===== config.mk =====
export PLATFORM = sky130hd
export DESIGN_NAME = digdug_intctl
export DESIGN_NICKNAME = d
export VERILOG_FILES = /design/src/rtl/digdug_intctl.sv
export SDC_FILE = /design/constraint.sdc
export NUM_CORES = 1
export LEC_CHECK = 0
export ABC_AREA = 1
export CORE_MARGIN = 2
export CORE_UTILIZATION = 35
export CTS_CLUSTER_DIAMETER = 80
export DETAILED_ROUTE_END_ITERATION = 7
export SYNTH_ARGS = -nofsm -noshare
export SYNTH_HDL_FRONTEND = slang
export SYNTH_SLANG_ARGS = --single-unit

===== constraint.sdc =====
create_clock -name MCLK -period 3.7 [get_ports MCLK]
set_clock_uncertainty 0.05 [all_clocks]
set_input_delay 1.11 -clock MCLK [delete_from_list [all_inputs] [get_ports MCLK]]
set_output_delay 1.11 -clock MCLK [all_outputs]
set_load 0.01 [all_outputs]

===== src/rtl/digdug_intctl.sv =====
// Dig Dug reset/interrupt sequencer: control latches, power-up reset sequence, vblank IRQs, sound NMI.
// Define DIGDUG_INTCTL_WATCHDOG_EN to add the vblank watchdog kicked by writes to 0x6830.
module digdug_intctl #(
  parameter int unsigned VBL_LINE  = 224,
  parameter int unsigned NMI_LINE0 = 64,
  parameter int unsigned NMI_LINE1 = 192,
  parameter int unsigned NMI_W     = 64,
  parameter int unsigned RST_HOLD  = 4096
) (
  input  logic        MCLK,
  input  logic        RESET,
  input  logic        WR_STB,
  input  logic [15:0] WR_AD,
  input  logic [7:0]  WR_DT,
  input  logic        LINE_STB,
  input  logic [8:0]  VPOS,
  input  logic        NMI0_REQ,
  output logic [2:0]  RSTS,
  output logic [2:0]  IRQS,
  output logic [2:0]  NMIS
);

  localparam logic [8:0]  VblLine  = 9'(VBL_LINE);
  localparam logic [8:0]  NmiLine0 = 9'(NMI_LINE0);
  localparam logic [8:0]  NmiLine1 = 9'(NMI_LINE1);
  localparam logic [7:0]  NmiWidth = 8'(NMI_W);
  localparam logic [15:0] HoldLast = 16'(RST_HOLD - 1);

  typedef enum logic [1:0] {StRst, StHold, StRun} state_e;

  state_e      state_q, state_d;
  logic [15:0] hold_cnt_q, hold_cnt_d;
  logic        ien0_q, ien0_d;
  logic        ien1_q, ien1_d;
  logic        ndis2_q, ndis2_d;
  logic        subrun_q, subrun_d;
  logic        pend0_q, pend0_d;
  logic        pend1_q, pend1_d;
  logic [7:0]  nmi_cnt_q, nmi_cnt_d;
  logic [2:0]  rsts_q, rsts_d;

  logic running, run_d, wr_en, vbl_evt, nmi_evt, bite;
  logic wr_ien0, wr_ien1, wr_ndis2, wr_subrun;

`ifdef DIGDUG_INTCTL_WATCHDOG_EN
  logic [4:0] wd_q, wd_d;
  logic       kick;
`endif

  logic unused_dt;
  assign unused_dt = ^WR_DT[7:1];

  always_comb begin
    state_d    = state_q;
    hold_cnt_d = hold_cnt_q;
    ien0_d     = ien0_q;
    ien1_d     = ien1_q;
    ndis2_d    = ndis2_q;
    subrun_d   = subrun_q;
    pend0_d    = pend0_q;
    pend1_d    = pend1_q;
    nmi_cnt_d  = nmi_cnt_q;
    bite       = 1'b0;

    running   = (state_q == StRun);
    wr_en     = WR_STB & running;
    wr_ien0   = wr_en & (WR_AD == 16'h6820);
    wr_ien1   = wr_en & (WR_AD == 16'h6821);
    wr_ndis2  = wr_en & (WR_AD == 16'h6822);
    wr_subrun = wr_en & (WR_AD == 16'h6823);
    vbl_evt   = LINE_STB & (VPOS == VblLine);
    nmi_evt   = LINE_STB & ((VPOS == NmiLine0) | (VPOS == NmiLine1));

    // The count starts on the first edge out of StRst, so RUN arrives on edge RST_HOLD.
    unique case (state_q)
      StRst, StHold: begin
        if (hold_cnt_q == HoldLast) begin
          state_d = StRun;
        end else begin
          state_d    = StHold;
          hold_cnt_d = hold_cnt_q + 16'd1;
        end
      end
      StRun:   state_d = StRun;
      default: state_d = StRst;
    endcase

    if (wr_ien0)   ien0_d   = WR_DT[0];
    if (wr_ien1)   ien1_d   = WR_DT[0];
    if (wr_ndis2)  ndis2_d  = WR_DT[0];
    if (wr_subrun) subrun_d = WR_DT[0];

`ifdef DIGDUG_INTCTL_WATCHDOG_EN
    wd_d = wd_q;
    kick = WR_STB & (WR_AD == 16'h6830);
    if (kick) begin
      wd_d = 5'd0;
    end else if (running && vbl_evt) begin
      wd_d = wd_q + 5'd1;
      if (wd_d == 5'd16) begin
        bite = 1'b1;
        wd_d = 5'd0;
      end
    end
`endif

    if (bite) begin
      state_d    = StHold;
      hold_cnt_d = 16'd0;
      ien0_d     = 1'b0;
      ien1_d     = 1'b0;
      ndis2_d    = 1'b1;
      subrun_d   = 1'b0;
    end

    run_d  = (state_d == StRun);
    rsts_d = {{2{~run_d | ~subrun_d}}, ~run_d};

    // Forcing uses next-cycle reset levels so a CPU never sees IRQ/NMI while held in reset.
    // Set conditions use the pre-write enables; a clearing write beats a set.
    if (!run_d) begin
      pend0_d = 1'b0;
    end else if (wr_ien0 && !WR_DT[0]) begin
      pend0_d = 1'b0;
    end else if (vbl_evt && ien0_q) begin
      pend0_d = 1'b1;
    end

    if (rsts_d[1]) begin
      pend1_d = 1'b0;
    end else if (wr_ien1 && !WR_DT[0]) begin
      pend1_d = 1'b0;
    end else if (vbl_evt && ien1_q) begin
      pend1_d = 1'b1;
    end

    if (rsts_d[2]) begin
      nmi_cnt_d = 8'd0;
    end else if (nmi_evt && !ndis2_q) begin
      nmi_cnt_d = NmiWidth;
    end else if (nmi_cnt_q != 8'd0) begin
      nmi_cnt_d = nmi_cnt_q - 8'd1;
    end
  end

  always_ff @(posedge MCLK or posedge RESET) begin
    if (RESET) begin
      state_q    <= StRst;
      hold_cnt_q <= 16'd0;
      ien0_q     <= 1'b0;
      ien1_q     <= 1'b0;
      ndis2_q    <= 1'b1;
      subrun_q   <= 1'b0;
      pend0_q    <= 1'b0;
      pend1_q    <= 1'b0;
      nmi_cnt_q  <= 8'd0;
      rsts_q     <= 3'b111;
    end else begin
      state_q    <= state_d;
      hold_cnt_q <= hold_cnt_d;
      ien0_q     <= ien0_d;
      ien1_q     <= ien1_d;
      ndis2_q    <= ndis2_d;
      subrun_q   <= subrun_d;
      pend0_q    <= pend0_d;
      pend1_q    <= pend1_d;
      nmi_cnt_q  <= nmi_cnt_d;
      rsts_q     <= rsts_d;
    end
  end

`ifdef DIGDUG_INTCTL_WATCHDOG_EN
  always_ff @(posedge MCLK or posedge RESET) begin
    if (RESET) begin
      wd_q <= 5'd0;
    end else begin
      wd_q <= wd_d;
    end
  end
`endif

  assign RSTS = rsts_q;
  assign IRQS = {1'b0, pend1_q, pend0_q};
  assign NMIS = {(nmi_cnt_q != 8'd0), 1'b0, NMI0_REQ & running};

endmodule


# Word level (Yosys, flattened, before mapping)
# Cells that the tools add are included.
# totals
ff_bits,34
inputBits,38
out_inout_bits,9
word_cells,62
# op_classes
addsub,2
eq_ne,12
mux,12
n_bitwise,13
reduce_logical,13
# op_table
cell,n
$eq A16 B15 Y1 const B,4
$mux W8,3
$eq A9 B8 Y1 const B,2
$add A16 B1 Y16 const B,1
$eq A16 B12 Y1 const B,1
$eq A9 B7 Y1 const B,1
$and A1 B1 Y1,8
$reduce_bool A8 Y1,1
$sub A8 B1 Y8 const B,1
$mux W1,7
$reduce_bool A3 Y1,2
$logic_and A1 B1 Y1,5
$eq A2 B2 Y1 const B,2
$pmux W2 S2,1
$ne A3 B1 Y1 const B,1
$not A1 Y1,3
$eq A2 B1 Y1 const B,1
$logic_not A1 Y1,2
$logic_not A2 Y1,1
$mux W2,1
$or A1 B1 Y1,2
$reduce_and A2 Y1,1
$reduce_or A2 Y1,1

# Logic depth before layout (Yosys ltp)
# Gate-level depths: netlist of run 1.
# depth
depth_word,7
mapped_depth,10
depth_no_buf,10

# Worst setup path after synthesis of run 1
# Ideal clock, no wire load.
# synth_timing
path_kind,input-to-output
start,input NMI0_REQ
end,output NMIS[0]
arrival_time_ns,1.301
required_ns,2.540
path_slack_ns,1.239
stages,2
path_buffers,0
cell_sequence,inv_1 -> nor2_1
# synth_between
elab_chain_cells,1
# synth_rtl
item,line,source
"start, declared",17,"input logic NMI0_REQ,"
$and A1 B1 Y1,184,"assign NMIS = {(nmi_cnt_q != 8'd0), 1'b0, NMI0_REQ & running};"
"end, declared",20,output logic [2:0] NMIS
# No other way between the ends.

# Worst setup path in the final report of run 1
# Same ends and word-level chain as after synthesis.

==> results of run 1 <==
layer usage:
layer | GRT usage, % | wire length [um] | part of all wire (%) | vias up
met3 | 3.24 | 159 | 3.7 | 6
met1 | 16.0 | 2030 | 47 | 874
met4 | 5.19 | 57 | 1.3 | 0
li1 | - | - | - | 1042
met5 | 0 | 0 | 0 | -
met2 | 23.3 | 2100 | 48 | 31
logic make-up (layout without fill, tap and decap cells):
| family | Yosys count | in the layout | synth area share, % |
|---|---|---|---|
| flops | 34 | 34 | 37.7 |
| buf+inv | 61 | 101 | 11.6 |
| simple gates | 185 | 185 | 41.2 |
| other cells | 1 | 2 | 0.166 |
| fa+ha+maj | 3 | 3 | 1.66 |
| compound gates | 19 | 19 | 4.92 |
| xor+xnor | 7 | 7 | 2.71 |
area by class of cell:
type,count,area (um^2)
flip-flops and latches,34,855
well taps,77,96.3
clock buffers,5,68.8
repair buffers,39,385
clock inverters,3,45.0
fillers,686,3510
multi-input cells,216,1150
inverters,54,203
through the flow:
stage | instance area (um^2) | setup WS, ns
floorplan | 2270 | 1.24
detailed placement | 2690 | 0.321
finish | 2800 | 0.315
CTS | 2800 | 0.317
global route | 2800 | 0.274
global placement | 2690 | 0.317
how the worst min path moves through the flow:
| stage | cells after the start | slack [ns] | end |
|---|---|---|---|
| floorplan | 2 | 0.40 | ien0_q$_DFFE_PP0P_ |
| global placement | 2 | 0.42 | ien1_q$_DFFE_PP0P_ |
| detailed placement | 2 | 0.43 | ien1_q$_DFFE_PP0P_ |
| CTS | 2 | 0.45 | ien1_q$_DFFE_PP0P_ |
| global route | 2 | 0.47 | ndis2_q$_DFFE_PP1P_ |
| finish | 2 | 0.44 | ien1_q$_DFFE_PP0P_ |
worst max-delay path: stages:
cell             delay [ns]
clkdlybuf4s50_1        0.45
inv_1                  0.03
nor2_1                 0.09
clkdlybuf4s50_1        0.54
placed cells by master, fill, tap and decap left out, types with 2 or more instances in the layout:
cell / netlist / layout
nand2_1: 75 / 75
o21ai_1: 4 / 4
ha_1: 3 / 3
xor2_1: 4 / 4
nand2_4: 2 / 2
inv_1: 52 / 52
nand3b_1: 3 / 3
conb_1: 1 / 2
clkdlybuf4s50_1: 0 / 37
nor3_2: 2 / 2
nand4_1: 12 / 12
clkinvlp_4: 0 / 2
dfrtp_1: 31 / 31
xnor2_1: 3 / 3
buf_4: 5 / 2
dfstp_2: 3 / 3
o21ai_0: 11 / 11
nand3_4: 3 / 3
nor2_1: 35 / 35
nand3_1: 25 / 25
inv_2: 2 / 2
nand2_2: 4 / 4
nor3_1: 5 / 5
and2_1: 2 / 2
clkbuf_8: 0 / 5
nor2_2: 11 / 11
where the power goes:
group / switching [uW] / internal, uW / total (uW)
registers: 0.000154 / 372 / 372
clock network: 146 / 200 / 347
logic: 22.2 / 33.7 / 55.9
sequential cells by signal, summed over array words and instances, names as in the netlist, 2 cells and up:
name        count
RSTS            2
state_q         2
hold_cnt_q     16
nmi_cnt_q       8
==> flow_summary.toml, run 1 <==
[outcome]
status = "complete, no violations"

[synthesis]
synth.most_common_cell = "nand2_1"
async_flop_share_pct = 100
synth.top_cell.area_share_pct = 34.3
ys_types = 34
syn_inst = 310
yosys_warnings = 0
syn_area_mm2 = 0.00226
synth-main-ff-cell = "dfrtp_1"
synth-seq-area-share_pct = 37.7
avgSynthCellArea_um2 = 7.31
synthTopCellsByArea = "dfrtp_1, nand2_1, inv_1"
synthTopCellsByCount = "nand2_1, inv_1, nor2_1"
synth_edf_count = 0
yosysTopAreaCell = "dfrtp_1"
ys_seq_elements = 34

[die]
die_h_um = 84.4
die_area_mm2 = 0.00713
num_io_pins = 47
initial_core_util_pct = 35.9
core_mm2 = 0.00631
fp-row-count = 29
die_w_um = 84.4

[placement]
numPlacedInstances = 420
gp_congestion = 0.793
dpl.hpwl_um = 3420
io_buffers = 37

[cts]
cts_tree = "yes"
ctsHoldBuffers = 0
cts_setup_buffers = 0
cts_root_buffer = "clkbuf_8"
h-tree-depth = 2
clock_latency_ns = 0.29
clkSinkCount = 34
cts_buffer_depth = 2
clkTransAtPathRegs_ns = 0.08
numCtsBuffers = 5
cts_resized = 0

[timing]
maxSlewViolCount = 0
setup_viol = 0
setup-tns-final_ns = 0
min_period_ns = 3.39
max_freq_mhz = 295
hold_viol_final = 0
grt_setup_unrepaired = "no"
fin_crit_sh_pct = 91.5
whs_ns = 0.440

[worst_setup_path]
r2r_start = "hold_cnt_q[0]$_DFFE_PP0P_"
critical_path.startpoint_type = "input port"
critical_path_class = "input port to primary output"
r2r_end = "hold_cnt_q[11]$_DFFE_PP0P_"
cp-startpoint = "NMI0_REQ"
critPathRequiredTime_ns = 2.54
reg2reg_depth = 7
cp-endpoint = "NMIS[0]"
critPathMaxFanout = 1
critPathCaptureType = "primary output"
arrival_ns = 2.23
r2r_slack_ns = 1.95

[routing]
finalWirelength_um = 4340
vias = 1953
dr.pass1.iters = 4
wl_per_cell_um = 10.1
dr.first_iter.drc_count = 83
routed_via_density = 4.56
drc = 0
ant_nets = 0

[pwr]
ir_worst_vdd_mv = 0.241
power.total_uw = 774
cellPowerDensity_mw_per_mm2 = 276
cellLeakagePower_uw = 0.00127

[grt]
grt_pass1_vias = 1845
grt-ovfl-total = 0
grt.total_usage_pct = 13.4
antenna_found_initial = 0
grt_pass1_wl_um = 7830
grt_max_degree = 20

[finish]
area_growth_pct = 23.8
antenna_cells = 0
final_nets = 391
final_core_util_pct = 44.4
fin_cells = 428
layout-drive-gt1-share_pct = 12.0

[worst_hold_path]
hold_class = "flip-flop to flip-flop"
hold_start = "ien1_q$_DFFE_PP0P_"

[run]
cap_violations = 0
(Power assumes the default switching activity.)
==> inputs of run 2 (changes only) <==
clock period = 3.4 ns   (was 3.7 ns; I/O delays follow)
==> run 2 against run 1 <==
Final area decreased by 1.1%. Largest cell class unchanged. Power up 0.41%. Critical endpoint unchanged. First-iteration DRC count decreased by 24%. Register-to-register slack worse by 0.35 ns. Sequential share of layout area rose by 0.33 points. Die area unchanged. Via count up 0.26%. Global-route usage is essentially flat.
==> flow_summary.toml, run 2 (synthesis results as in run 1) <==
[timing]
grt_setup_unrepaired = "no"
setup_viol = 0
fin_crit_sh_pct = 94.2
hold_viol_final = 0
min_period_ns = 3.20
max_freq_mhz = 312
fin_ws_ns = 0.198
setup-tns-final_ns = 0
maxSlewViolCount = 0

[placement]
dpl.hpwl_um = 3370
io_buffers = 37
post-place-ws_ns = 0.197
gp_congestion = 0.804
numPlacedInstances = 419

[worst_setup_path]
critical_path_class = "input port to primary output"
r2r_slack_ns = 1.60
critPathRequiredTime_ns = 2.33
arrival_ns = 2.13
critPathCaptureType = "primary output"
critical_path.startpoint_type = "input port"
critPathMaxFanout = 1

[grt]
antenna_found_initial = 0
grt_max_degree = 35
grt_pass1_vias = 1851
grt.total_usage_pct = 13.4
grt-ovfl-total = 0
grt_pass1_wl_um = 7780

[outcome]
status = "complete, no violations"

[cts]
cts_tree = "yes"
ctsHoldBuffers = 0
clkSinkCount = 34
clock_latency_ns = 0.28
cts_resized = 0
cts_buffer_depth = 2
h-tree-depth = 2
cts_setup_buffers = 0
numCtsBuffers = 5
clkTransAtPathRegs_ns = 0.06
cts_root_buffer = "clkbuf_8"

[routing]
dr.pass1.iters = 4
wl_per_cell_um = 10.3
ant_nets = 0
vias = 1958
drc = 0
routed_via_density = 4.59
finalWirelength_um = 4420
dr.first_iter.drc_count = 63

[die]
core_mm2 = 0.00631
initial_core_util_pct = 35.9
fp-row-count = 29
die_area_mm2 = 0.00713
die_h_um = 84.4
die_w_um = 84.4
num_io_pins = 47

[finish]
area_growth_pct = 22.5
fin_cells = 427
largest_reg_flops = 16
layout-drive-gt1-share_pct = 11.4
final_cell_mix = "nand2_1, inv_1, clkdlybuf4s50_1, nor2_1, dfrtp_1"
top_register = "hold_cnt_q"
top_regs = "hold_cnt_q (16), nmi_cnt_q (8)"
antenna_cells = 0
final_nets = 390
final_common_cell = "nand2_1"
num-fill-cells = 691

[pwr]
power.total_uw = 777
ir_worst_vdd_mv = 0.185
cellLeakagePower_uw = 0.00127
cellPowerDensity_mw_per_mm2 = 280

[run]
cap_violations = 0

[worst_hold_path]
hold_class = "flip-flop to flip-flop"
[run 2: final timing paths]
kind                                      startpoint                         end  cells past startpoint
hold reg to reg                   ien1_q$_DFFE_PP0P_          ien1_q$_DFFE_PP0P_                      2
hold / removal                    ien1_q$_DFFE_PP0P_          ien1_q$_DFFE_PP0P_                      2
setup / recovery                            NMI0_REQ                     NMIS[0]                      4
min in group asynchronous                      RESET   hold_cnt_q[3]$_DFFE_PP0P_                      3
max in group asynchronous                      RESET           RSTS[0]$_DFF_PP1_                      3
setup reg to reg           hold_cnt_q[0]$_DFFE_PP0P_  hold_cnt_q[11]$_DFFE_PP0P_                      7
[run 2: final cells by class]
| type | count | area [um^2] | area share [%] |
|---|---|---|---|
| clock inverters | 1 | 5.00 | 0.180 |
| multi-input cells | 216 | 1150 | 41.5 |
| inverters | 54 | 203 | 7.31 |
| repair buffers | 38 | 378 | 13.6 |
| well taps | 77 | 96.3 | 3.47 |
| flip-flops and latches | 34 | 855 | 30.8 |
| clock buffers | 7 | 86.3 | 3.11 |
[run 2: per-stage QoR]
stage	utilization, %	hold slack (ns)	instance area [um^2]
after floorplan	-	0.403	2270
after global placement	42.5	0.423	2680
after detailed placement	42.5	0.425	2680
after CTS	43.9	0.442	2770
after global routing	43.9	0.483	2770
final	43.9	0.437	2770
[run 2: power by group]
part | internal [uW] | switching [uW] | leakage (uW)
registers | 404 | 0.000158 | 0.000440
logic | 35.9 | 24.3 | 0.000780
clock network | 163 | 149 | 0.0000482
total | 604 | 173 | 0.00127
[run 2: critical path, cell delays in order]
cell and delay (ns):
clkdlybuf4s50_1 0.45, inv_1 0.03, nor2_1 0.09, clkdlybuf4s50_1 0.54
[run 2: routing by layer]
metal | track usage [%] | routed length [um] | vias to the layer above
met5 | 0 | 0 | -
li1 | - | - | 1040
met3 | 3.24 | 161 | 4
met4 | 5.05 | 49 | 0
met1 | 16.0 | 2050 | 884
met2 | 23.3 | 2150 | 30
==> inputs of run 3 (changes only) <==
PLACE_DENSITY_LB_ADDON = 0.12   (was not set)
==> run 3 against run 2 <==
Global-route usage increased by 0.83 points. Setup slack got worse by 0.0085 ns. Critical path depth unchanged. Combinational power about the same. Clock power increased by 18%. Flip-flop and latch count unchanged. Power increased by 7.1%. Register-to-register slack improved by 0.07 ns. Clock-buffer cell count unchanged. Wire length increased by 0.38%.
==> flow_summary.toml, run 3 (synthesis results as in run 1) <==
[routing]
drc = 0
wl_per_cell_um = 10.4
vias = 1931
dr.first_iter.drc_count = 93
ant_nets = 0
routed_via_density = 4.52
dr.pass1.iters = 4
finalWirelength_um = 4430

[worst_setup_path]
cp-startpoint = "NMI0_REQ"
critPathSlowestCell = "clkdlybuf4s50_1"
critPathCaptureType = "primary output"
crit_buf_inv = 3
path_delay_family = "buffers and inverters"
r2r_slack_ns = 1.67
r2r_start = "hold_cnt_q[0]$_DFFE_PP0P_"
critical_path.startpoint_type = "input port"
r2r_end = "hold_cnt_q[11]$_DFFE_PP0P_"
critPathMaxFanout = 1
reg2reg_depth = 7
cp-endpoint = "NMIS[0]"
crit_cells = 4
critPathRequiredTime_ns = 2.33
critical_path_class = "input port to primary output"
path_cells = "clkdlybuf4s50_1 > inv_1 > nor2_1 > clkdlybuf4s50_1"
cpMostUsedCell = "clkdlybuf4s50_1"
arrival_ns = 2.14
worst_path_largest_cell_delay_ns = 0.54

[finish]
antenna_cells = 0
num-fill-cells = 671
area_growth_pct = 23.1
top_register = "hold_cnt_q"
layout-drive-gt1-share_pct = 11.1
final_nets = 390
final_cell_mix = "nand2_1, inv_1, clkdlybuf4s50_1, nor2_1, dfrtp_1"
final_core_util_pct = 44.2
top_regs = "hold_cnt_q (16), nmi_cnt_q (8)"
final_common_cell = "nand2_1"
largest_reg_flops = 16

[die]
core_mm2 = 0.00631
die_area_mm2 = 0.00713
num_io_pins = 47
die_h_um = 84.4
fp-row-count = 29
die_w_um = 84.4
initial_core_util_pct = 35.9

[pwr]
ir_worst_vdd_mv = 0.123
cellLeakagePower_uw = 0.00127
power_frac_seq_pct = 48.6
p_sw_uw = 173
switching_share_pct = 20.8
p_int_uw = 660
pwr-share-clk_pct = 44.2
power.total_uw = 833
p_comb_share_pct = 7.2
cellPowerDensity_mw_per_mm2 = 299

[timing]
maxSlewViolCount = 0
hold_viol_final = 0
setup_viol = 0
max_freq_mhz = 311
min_period_ns = 3.21
setup-tns-final_ns = 0
fin_ws_ns = 0.190
grt_setup_unrepaired = "no"
fin_crit_sh_pct = 94.4

[grt]
grt_max_degree = 35
antenna_found_initial = 0
grt.total_usage_pct = 14.2
grt-ovfl-total = 0
grt_pass1_wl_um = 8270
grt_pass1_vias = 1869

[cts]
clkTransAtPathRegs_ns = 0.07
numCtsBuffers = 5
clock_latency_ns = 0.29
cts_resized = 0
clkSinkCount = 34
h-tree-depth = 2
cts_buffer_depth = 2
cts_root_buffer = "clkbuf_8"
cts_setup_buffers = 0
cts_tree = "yes"
ctsHoldBuffers = 0

[placement]
post-place-ws_ns = 0.197
gp_congestion = 0.785
io_buffers = 37
dpl.hpwl_um = 3420

[outcome]
status = "complete, no violations"

[worst_hold_path]
hold_class = "flip-flop to flip-flop"
min_path_cells = 2

[run]
cap_violations = 0
## run 3: changes by cell type in the layout (fill, tap and decap cells not counted)
cell | previous run | this run
bufinv_16 | 0 | 1
clkbuf_1 | 1 | 2
clkinv_2 | 1 | 0
clkbuf_8 | 6 | 5
## run 3: layout make-up
class	instances	area, um^2	share of cell area (%)
multi-input combinational	216	1150	41.3
sequential	34	855	30.6
inverter	54	203	7.27
tap	77	96.3	3.45
clock buffer	7	76.3	2.74
timing repair buffer	38	378	13.5
clock inverter	1	30.0	1.08
## run 3: tightest hold or removal path: cells and delay by family (launching register included)
family          cells  cell delay (ns)
compound gates      1             0.06
flops               1             0.35
simple gates        1             0.05
## run 3: how the worst min path moves through the flow
stage | startpoint | to | slack [ns]
after CTS | ndis2_q$_DFFE_PP1P_ | ndis2_q$_DFFE_PP1P_ | 0.45
after detailed placement | ien0_q$_DFFE_PP0P_ | ien0_q$_DFFE_PP0P_ | 0.43
after global routing | ndis2_q$_DFFE_PP1P_ | ndis2_q$_DFFE_PP1P_ | 0.48
after global placement | ien0_q$_DFFE_PP0P_ | ien0_q$_DFFE_PP0P_ | 0.43
final | ien0_q$_DFFE_PP0P_ | ien0_q$_DFFE_PP0P_ | 0.44
after floorplan | ien0_q$_DFFE_PP0P_ | ien0_q$_DFFE_PP0P_ | 0.40
## run 3: per-layer routing
metal  wire length (um)  vias up  track usage, %
met4                 85        0            5.63
met2               2100       33            23.5
met3                173        6            3.15
met5                  0        -               0
li1                   -     1042               -
met1               2080      850            18.1
## run 3: through the flow
stage	cells	cell area [um^2]	hold slack [ns]
floorplan	311	2270	0.403
global placement	419	2680	0.427
detailed placement	419	2680	0.430
CTS	427	2790	0.447
global route	427	2790	0.478
finish	427	2790	0.440
## run 3: power groups by stage
stage	clock network [uW]	logic, uW	registers, uW
after global placement	0	61.4	412
after detailed placement	0	61.8	412
after global routing	397	68.6	404
final	368	60.0	404
after CTS	380	61.8	404
after floorplan	0	21.5	412
